**config.mk**
```make
export PLATFORM = sky130hd
export DESIGN_NAME = mmss_countdown_timer
export DESIGN_NICKNAME = d
export VERILOG_FILES = /design/src/rtl/timer_pkg.sv /design/src/rtl/bcd_digit_down.sv /design/src/rtl/mmss_countdown_timer.sv
export SDC_FILE = /design/constraint.sdc
export NUM_CORES = 1
export LEC_CHECK = 0
export CAP_MARGIN = 20
export CORE_ASPECT_RATIO = 1.75
export CORE_MARGIN = 4
export CORE_UTILIZATION = 50
export DETAILED_ROUTE_END_ITERATION = 12
export DONT_BUFFER_PORTS = 1
export SYNTH_ARGS = -nofsm -noshare
export SYNTH_HDL_FRONTEND = slang
export SYNTH_SLANG_ARGS = --single-unit
```
**constraint.sdc**
```tcl
create_clock -name clk -period 2.9 [get_ports clk]
set_clock_uncertainty 0.2 [all_clocks]
set_input_delay 0.58 -clock clk [delete_from_list [all_inputs] [get_ports clk]]
set_output_delay 0.58 -clock clk [all_outputs]
set_load 0.02 [all_outputs]
```
**src/rtl/timer_pkg.sv**
```systemverilog
// timer_pkg: state encoding and BCD digit limits shared by the mm:ss countdown timer.
package timer_pkg;
    typedef enum logic [1:0] {
        ST_IDLE   = 2'd0,
        ST_RUN    = 2'd1,
        ST_PAUSED = 2'd2,
        ST_DONE   = 2'd3
    } state_e;
    localparam logic [3:0] DIGIT_MAX_UNIT     = 4'd9;
    localparam logic [3:0] DIGIT_MAX_SEC_TENS = 4'd5;
endpackage

```
**src/rtl/bcd_digit_down.sv**
```systemverilog
// bcd_digit_down: one BCD down-counter digit; wraps 0 -> MAX with a borrow to the next digit.
module bcd_digit_down
    import timer_pkg::*;
#(
    parameter logic [3:0] MAX = DIGIT_MAX_UNIT
) (
    input  logic       clk,
    input  logic       rst,
    input  logic       en,
    input  logic       load,
    input  logic [3:0] load_val,
    output logic [3:0] value,
    output logic       borrow_out
);
    logic [3:0] value_q;
    logic [3:0] value_d;
    always_comb begin
        value_d = load ? ((load_val > MAX) ? MAX : load_val)
                : en   ? ((value_q == 4'd0) ? MAX : value_q - 4'd1)
                : value_q;
    end
    always_ff @(posedge clk or posedge rst) begin
        if (rst) value_q <= 4'd0;
        else     value_q <= value_d;
    end
    assign value      = value_q;
    assign borrow_out = en && (value_q == 4'd0);
endmodule

```
**src/rtl/mmss_countdown_timer.sv**
```systemverilog
// mmss_countdown_timer: mm:ss BCD countdown with a one-second prescaler and IDLE/RUN/PAUSED/DONE control.
module mmss_countdown_timer
    import timer_pkg::*;
#(
    parameter int TICK_DIV = 50000000,
    parameter int PRESC_W  = 26
) (
    input  logic       clk,
    input  logic       rst,
    input  logic       clear,
    input  logic       load,
    input  logic [3:0] load_minute_tens,
    input  logic [3:0] load_minute_unit,
    input  logic [3:0] load_second_tens,
    input  logic [3:0] load_second_unit,
    input  logic       start,
    input  logic       pause,
    output logic [3:0] second_unit,
    output logic [3:0] second_tens,
    output logic [3:0] minute_unit,
    output logic [3:0] minute_tens,
    output logic       running,
    output logic       done
);
    state_e               state_q, state_d;
    logic [PRESC_W-1:0]   presc_q, presc_d;
    logic                 running_q, done_q;
    logic                 last, tick, digit_ld, is_zero, is_one;
    logic                 b_su, b_st, b_mu, b_mt;
    logic [3:0]           ld_mt, ld_mu, ld_st, ld_su;

    assign last     = presc_q == PRESC_W'(TICK_DIV - 1);
    assign tick     = (state_q == ST_RUN) && last && !clear && !pause;
    assign digit_ld = clear || (load && state_q != ST_RUN);
    assign is_zero  = {minute_tens, minute_unit, second_tens, second_unit} == 16'h0000;
    assign is_one   = {minute_tens, minute_unit, second_tens, second_unit} == 16'h0001;
    assign ld_mt    = clear ? 4'd0 : load_minute_tens;
    assign ld_mu    = clear ? 4'd0 : load_minute_unit;
    assign ld_st    = clear ? 4'd0 : load_second_tens;
    assign ld_su    = clear ? 4'd0 : load_second_unit;

    bcd_digit_down #(.MAX(DIGIT_MAX_UNIT)) u_su (
        .clk(clk), .rst(rst), .en(tick), .load(digit_ld), .load_val(ld_su),
        .value(second_unit), .borrow_out(b_su)
    );
    bcd_digit_down #(.MAX(DIGIT_MAX_SEC_TENS)) u_st (
        .clk(clk), .rst(rst), .en(b_su), .load(digit_ld), .load_val(ld_st),
        .value(second_tens), .borrow_out(b_st)
    );
    bcd_digit_down #(.MAX(DIGIT_MAX_UNIT)) u_mu (
        .clk(clk), .rst(rst), .en(b_st), .load(digit_ld), .load_val(ld_mu),
        .value(minute_unit), .borrow_out(b_mu)
    );
    bcd_digit_down #(.MAX(DIGIT_MAX_UNIT)) u_mt (
        .clk(clk), .rst(rst), .en(b_mu), .load(digit_ld), .load_val(ld_mt),
        .value(minute_tens), .borrow_out(b_mt)
    );

    // Priority clear > load > pause > start; pause also masks start outside RUN.
    always_comb begin
        state_d = state_q;
        presc_d = presc_q;
        if (clear || (load && state_q != ST_RUN)) begin
            state_d = ST_IDLE;
            presc_d = '0;
        end else if (state_q == ST_RUN) begin
            state_d = pause ? ST_PAUSED : (tick && is_one) ? ST_DONE : ST_RUN;
            presc_d = pause ? presc_q : last ? '0 : presc_q + PRESC_W'(1);
        end else if (!pause && start && (state_q == ST_IDLE || state_q == ST_PAUSED)) begin
            state_d = is_zero ? ST_DONE : ST_RUN;
            presc_d = (state_q == ST_IDLE) ? '0 : presc_q;
        end
    end

    always_ff @(posedge clk or posedge rst) begin
        if (rst) begin
            state_q   <= ST_IDLE;
            presc_q   <= '0;
            running_q <= 1'b0;
            done_q    <= 1'b0;
        end else begin
            state_q   <= state_d;
            presc_q   <= presc_d;
            running_q <= state_d == ST_RUN;
            done_q    <= state_d == ST_DONE;
        end
    end

    assign running = running_q;
    assign done    = done_q;
    logic unused_borrow;
    assign unused_borrow = b_mt;
endmodule

```
## Word-level counts from Yosys, hierarchy flattened

Cells that the tools add are included.

| operators by class | value |
|---|---|
| $add $sub $neg | 5 |
| order comparisons | 4 |
| reduce and logical (&&, ||, !) cells | 27 |
| equality and inequality tests | 8 |
| multiplexer cells | 32 |

Operator list:

| kind | count |
|---|---|
| $mux W26 | 6 |
| $mux W4 | 20 |
| $add A26 B1 Y26 const B | 1 |
| $eq A26 B26 Y1 const B | 1 |
| $eq A16 B1 Y1 const B | 1 |
| $logic_not A16 Y1 | 1 |
| $logic_not A4 Y1 | 4 |
| $sub A4 B1 Y4 const B | 4 |
| $gt A4 B4 Y1 const B | 3 |
| $mux W2 | 6 |
| $logic_and A1 B1 Y1 | 10 |
| $reduce_bool A2 Y1 | 4 |
| $reduce_bool A3 Y1 | 2 |
| $eq A2 B1 Y1 const B | 2 |
| $eq A2 B2 Y1 const B | 2 |
| $gt A4 B3 Y1 const B | 1 |
| $ne A3 B2 Y1 const B | 1 |
| $reduce_and A3 Y1 | 1 |
| $logic_not A1 Y1 | 2 |
| $logic_not A2 Y1 | 1 |
| $logic_or A1 B1 Y1 | 2 |
| $ne A2 B1 Y1 const B | 1 |

| word-level totals | value |
|---|---|
| word-level logic and storage cells | 84 |
| register bits | 46 |
| output and inout port bits | 18 |

## Depth between registers and ports, before layout

| depth | value |
|---|---|
| depth in word-level cells | 10 |
| depth in mapped cells | 9 |

## Cells and area by module

Synthesis repeated with hierarchy kept, for this count alone.

| second synthesis, totals | value |
|---|---|
| cell total of the unflattened synthesis | 328 |
| area, all modules | 2839.0 um^2 |

By module, submodules not included:

| module | area an instance (um^2) | sequential area each (um^2) | cells each | instances |
|---|---|---|---|---|
| mmss_countdown_timer | 1900.6 | 750.7 | 228 | 1 |
| bcd_digit_down at u_mt ... | 242.7 | 100.1 | 26 | 3 |
| bcd_digit_down at u_st | 210.2 | 100.1 | 22 | 1 |

## Least setup slack after synthesis

No wires, ideal clock.

| timing | value |
|---|---|
| path kind | input port to flip-flop |
| start point | input port clear |
| end point | register u_mt.value_q[3] (netlist: u_mt.value[3]) |
| stages | 7 |
| buffers on the path | 2 |
| setup slack | 303 ps |
| library setup time | 99 ps |
| arrival | 2298 ps |
| cells stage by stage | buf_4 > inv_1 > nand3_1 > or4_1 > buf_2 > or4_1 > a311oi_1 |

| on the way | value |
|---|---|
| word-level cells in the longest chain between the ends | 7 |
| elaborated cells between the ends (all ways) | 12 |

RTL lines:

| element | line | source |
|---|---|---|
| from (decl) | mmss_countdown_timer.sv:10 | `input logic clear,` |
| parallel branches: the longest is 7 deep, another holds $gt A4 B4 Y1 | n/a |  |
| to (signal assigned) | bcd_digit_down.sv:24 | `else value_q <= value_d;` |
| to (decl) | bcd_digit_down.sv:15 | `logic [3:0] value_q;` |

Several ways; the timed one is not identified.
A chain may end at the register's enable or synchronous reset.

## Worst setup path after layout

| timing | value |
|---|---|
| start point | register presc_q[18] |
| end point | register u_mt.value_q[3] (netlist: u_mt.value[3]) |

| on the way | value |
|---|---|
| word-level cells in the longest chain between the ends | 8 |

RTL lines:

| element | line | source |
|---|---|---|
| from (decl) | mmss_countdown_timer.sv:26 | `logic [PRESC_W-1:0] presc_q, presc_d;` |
| from (signal assigned) | mmss_countdown_timer.sv:83 | `presc_q <= presc_d;` |
| $eq A26 B26 Y1 | mmss_countdown_timer.sv:32 | `assign last = presc_q == PRESC_W'(TICK_DIV - 1);` |
| $logic_and A1 B1 Y1 (3 in series) | mmss_countdown_timer.sv:33 | `assign tick = (state_q == ST_RUN) && last && !clear && !pause;` |
| $logic_and A1 B1 Y1 (3 in series) | bcd_digit_down.sv:27 | `assign borrow_out = en && (value_q == 4'd0);` |
| $reduce_bool A2 Y1 (no source line) | n/a |  |

Every way passes these cells.

==> impl_results.md <==
* Fmax at 367 MHz
* Antenna diodes at 0
* Global-route track usage on met2 at 43.4%
* Total instance count after detailed placement at 394
* Vias in the first global route at 2591
* Fin crit share at 94.0%
* Number of clock buffers inserted by TritonCTS at 5
* Post-Syn Instances at 323
* Register-to-Register Path Depth at 5
* DRT antenna net count at 0
* LEAKAGE at 1.14 nW
* Worst VDD drop at 0.341 mV
* Die Footprint at 0.00704 mm2
* Critical R2R Launch: presc_q[18]
* Number of max-cap violations at 0
* RSZ-0062 raised after global routing: no
* Power density over cell area at 404 mW/mm2
* Met1 Track Usage GR at 22.6%
* Fin crit period at 2.73 ns
* Hold-fix buffer count after cts at 0
* Clock Root Buffer: clkbuf_8
* Vertical die dimension at 108 um
* Netlist Area Pre-Place at 0.00286 mm2
* Worst slack, placed at 0.139 ns
* Number of warnings issued by yosys at 0
* Relative max-transition margin at 59.7%
* Met3 GRT Util at 5.51%
* Count of endpoints failing hold in the final timing report at 0
* Starting density of the core at 51.6%
* Area of all placed cells without fillers at 0.00303 mm2
* Pre-Repair DR Iteration Count at 4
* Average via count per standard cell at 6.15
* Category of the worst setup path capture point: flip-flop
* Arrival time at the worst endpoint at 2.74 ns
* Port Buffer Count at 0
* Post-CTS Setup Bufs at 0
* Clock Sinks at 46
* Mapped Nets at 346
* Reg2Reg Capture Point: u_mt.value[3]
* Number of distinct standard cells referenced by the synthesized netlist at 54
* Maximum root-to-sink buffer count at 2
* Worst setup path category: flip-flop to flip-flop
* Dominant synthesized flop cell: dfrtp_1
* Number of flip-flops and latches in the synthesized netlist at 46
* Placeable core region at 0.00554 mm2
* Yosys top cell by area: dfrtp_1
* Share of final-layout standard cells stronger than drive strength 1 at 10.5%
* Worst hold-check path type: input pin to asynchronous set/reset pin
* Total of endpoints with negative setup slack in the final report at 0
* First-pass GRT wire length at 12400 um
* Number of antenna violations at the first check in global routing at 0
* All-Layer GR Usage at 23.1%
* Clk Latency, worst-skew pair at 0.31 ns
* Number of I/O pins at 40
* Result of the run: finished clean
* Area grow syn2layout at 5.86%
* Number of pins with negative max-slew slack in the final report at 0
* Final wirelength at 7450 um
* Pin count of the biggest net entering global routing at 47
* Post-CTS Resized at 0
* Die width at 65.2 um
* Sequential element share of the synthesized area at 40.3%
* Proportion of netlist area held by the largest area contributor at 40.3%
* Crit start category: flip-flop
* Transition time at the pin with the least slew margin at 0.597 ns
* EDFF count, synth at 0
* Non-filler cells, final at 400
* Post-detailed-route wirelength per cell at 18.6 um
* Global-route layer with the greatest usage: met2
* Most common cell in the netlist: dfrtp_1
* Number of H-tree levels at 2
* Total congestion overflow after global routing at 0
* Drt first-iter violations at 165
* Clock tree from TritonCTS: yes
* Synth top area cells: dfrtp_1 (40%), nor2_1 (4.7%), xnor2_1 (4.3%)
* Count of nets after finishing at 348
* Number of cell rows at 36
* Synth top cells by count: dfrtp_1 (46), nor2_1 (36), nand2_1 (23)
* Register clock-pin slew on the reported worst setup and hold paths at 0.08 ns
* Half-perimeter wire length of the detailed placement result at 5570 um
* DRC violations left at 0
* Async set-or-reset flop fraction in the synthesized netlist at 100%
* Routability congestion estimate at 0.906
* Setup slack on the worst flop-to-flop path at 0.17 ns
* Detailed-route via count at 2460
* Sum Neg Setup Slack at 0 ns
* Critical-path maximum fanout at 9
* Placed Instance Area at 0.00294 mm2
* Post-synthesis average cell area at 8.85 um2
* PnR worst setup slack at 0.175 ns
* Worst Path Required at 2.91 ns
[where the power goes]
part / leakage (nW) / switching (mW) / internal (mW)
Combinational: 0.465 / 0.0860 / 0.0483
Clock: 0.0431 / 0.215 / 0.184
Sequential: 0.631 / 0.0354 / 0.655
[worst max path at each step]
stage	start	end	slack (ns)
floorplan	clear	u_mt.value[3]	0.30
global placement	presc_q[18]	u_mt.value[3]	0.16
detailed placement	presc_q[18]	u_mt.value[3]	0.14
CTS	presc_q[18]	u_mt.value[3]	0.16
finish	presc_q[18]	u_mt.value[3]	0.17
global route	presc_q[18]	u_mt.value[3]	0.05
[registers in the layout (all words and copies together), names as in the netlist]
register	flops
done	1
presc_q	26
u_mu.value	4
u_st.value	4
u_mt.value	4
state_q	2
u_su.value	4
running	1
[placed cells by master, fill, tap and decap left out, drive strengths merged, types with 6 or more instances in the layout]
cell / netlist / layout
xor2: 6 / 6
o21ai: 9 / 9
nand2: 23 / 23
nor2: 36 / 36
dfrtp: 46 / 46
nand3: 22 / 22
buf: 9 / 14
nor3: 13 / 13
clkbuf: 10 / 6
nor4: 10 / 10
a31oi: 16 / 16
inv: 9 / 9
nand4: 11 / 11
or3: 7 / 7
xnor2: 14 / 14
[cell type report]
cell class / instances / area [um2]
inverters: 9 / 33.8
multi-input cells: 249 / 1560
well taps: 76 / 95.1
fillers: 531 / 2510
clock buffers: 6 / 82.6
repair buffers: 14 / 105
flip-flops and latches: 46 / 1150
[cells by family (layout without fill, tap and decap cells)]
| logic type | count (synthesis) | after routing | synth area share (%) |
|---|---|---|---|
| and+or+nand+nor | 165 | 165 | 32.4 |
| AOI/OAI and AO/OA | 58 | 58 | 13.8 |
| DFF | 46 | 46 | 40.3 |
| buffers and inverters | 28 | 29 | 5.21 |
| xor gates and xnor gates | 20 | 20 | 6.13 |
| muxes | 5 | 5 | 1.75 |
| adders and majority gates | 1 | 1 | 0.438 |
[per-layer routing]
metal | up-vias | part of all wire, %
li1 | 1199 | -
met4 | 0 | 3.3
met3 | 15 | 4.9
met5 | - | 0
met2 | 64 | 55
met1 | 1182 | 37
[critical path: stages, from the launching register on]
cell and delay (ns):
dfrtp_1 0.46, nor3b_1 0.32, nand4_1 0.17, or4_1 0.69
or4_1 0.54, a311oi_1 0.25
[per-stage QoR]
stage / utilization (%) / total power, mW / hold WS [ns]
2_1_floorplan: - / 0.802 / 0.258
5_1_grt: 54.6 / 1.28 / 0.113
3_3_place_gp: 53.1 / 0.837 / 0.320
4_1_cts: 54.6 / 1.24 / 0.117
3_5_place_dp: 53.1 / 0.838 / 0.322
6_report: 54.6 / 1.22 / 0.0965
(Power assumes the default switching activity.)
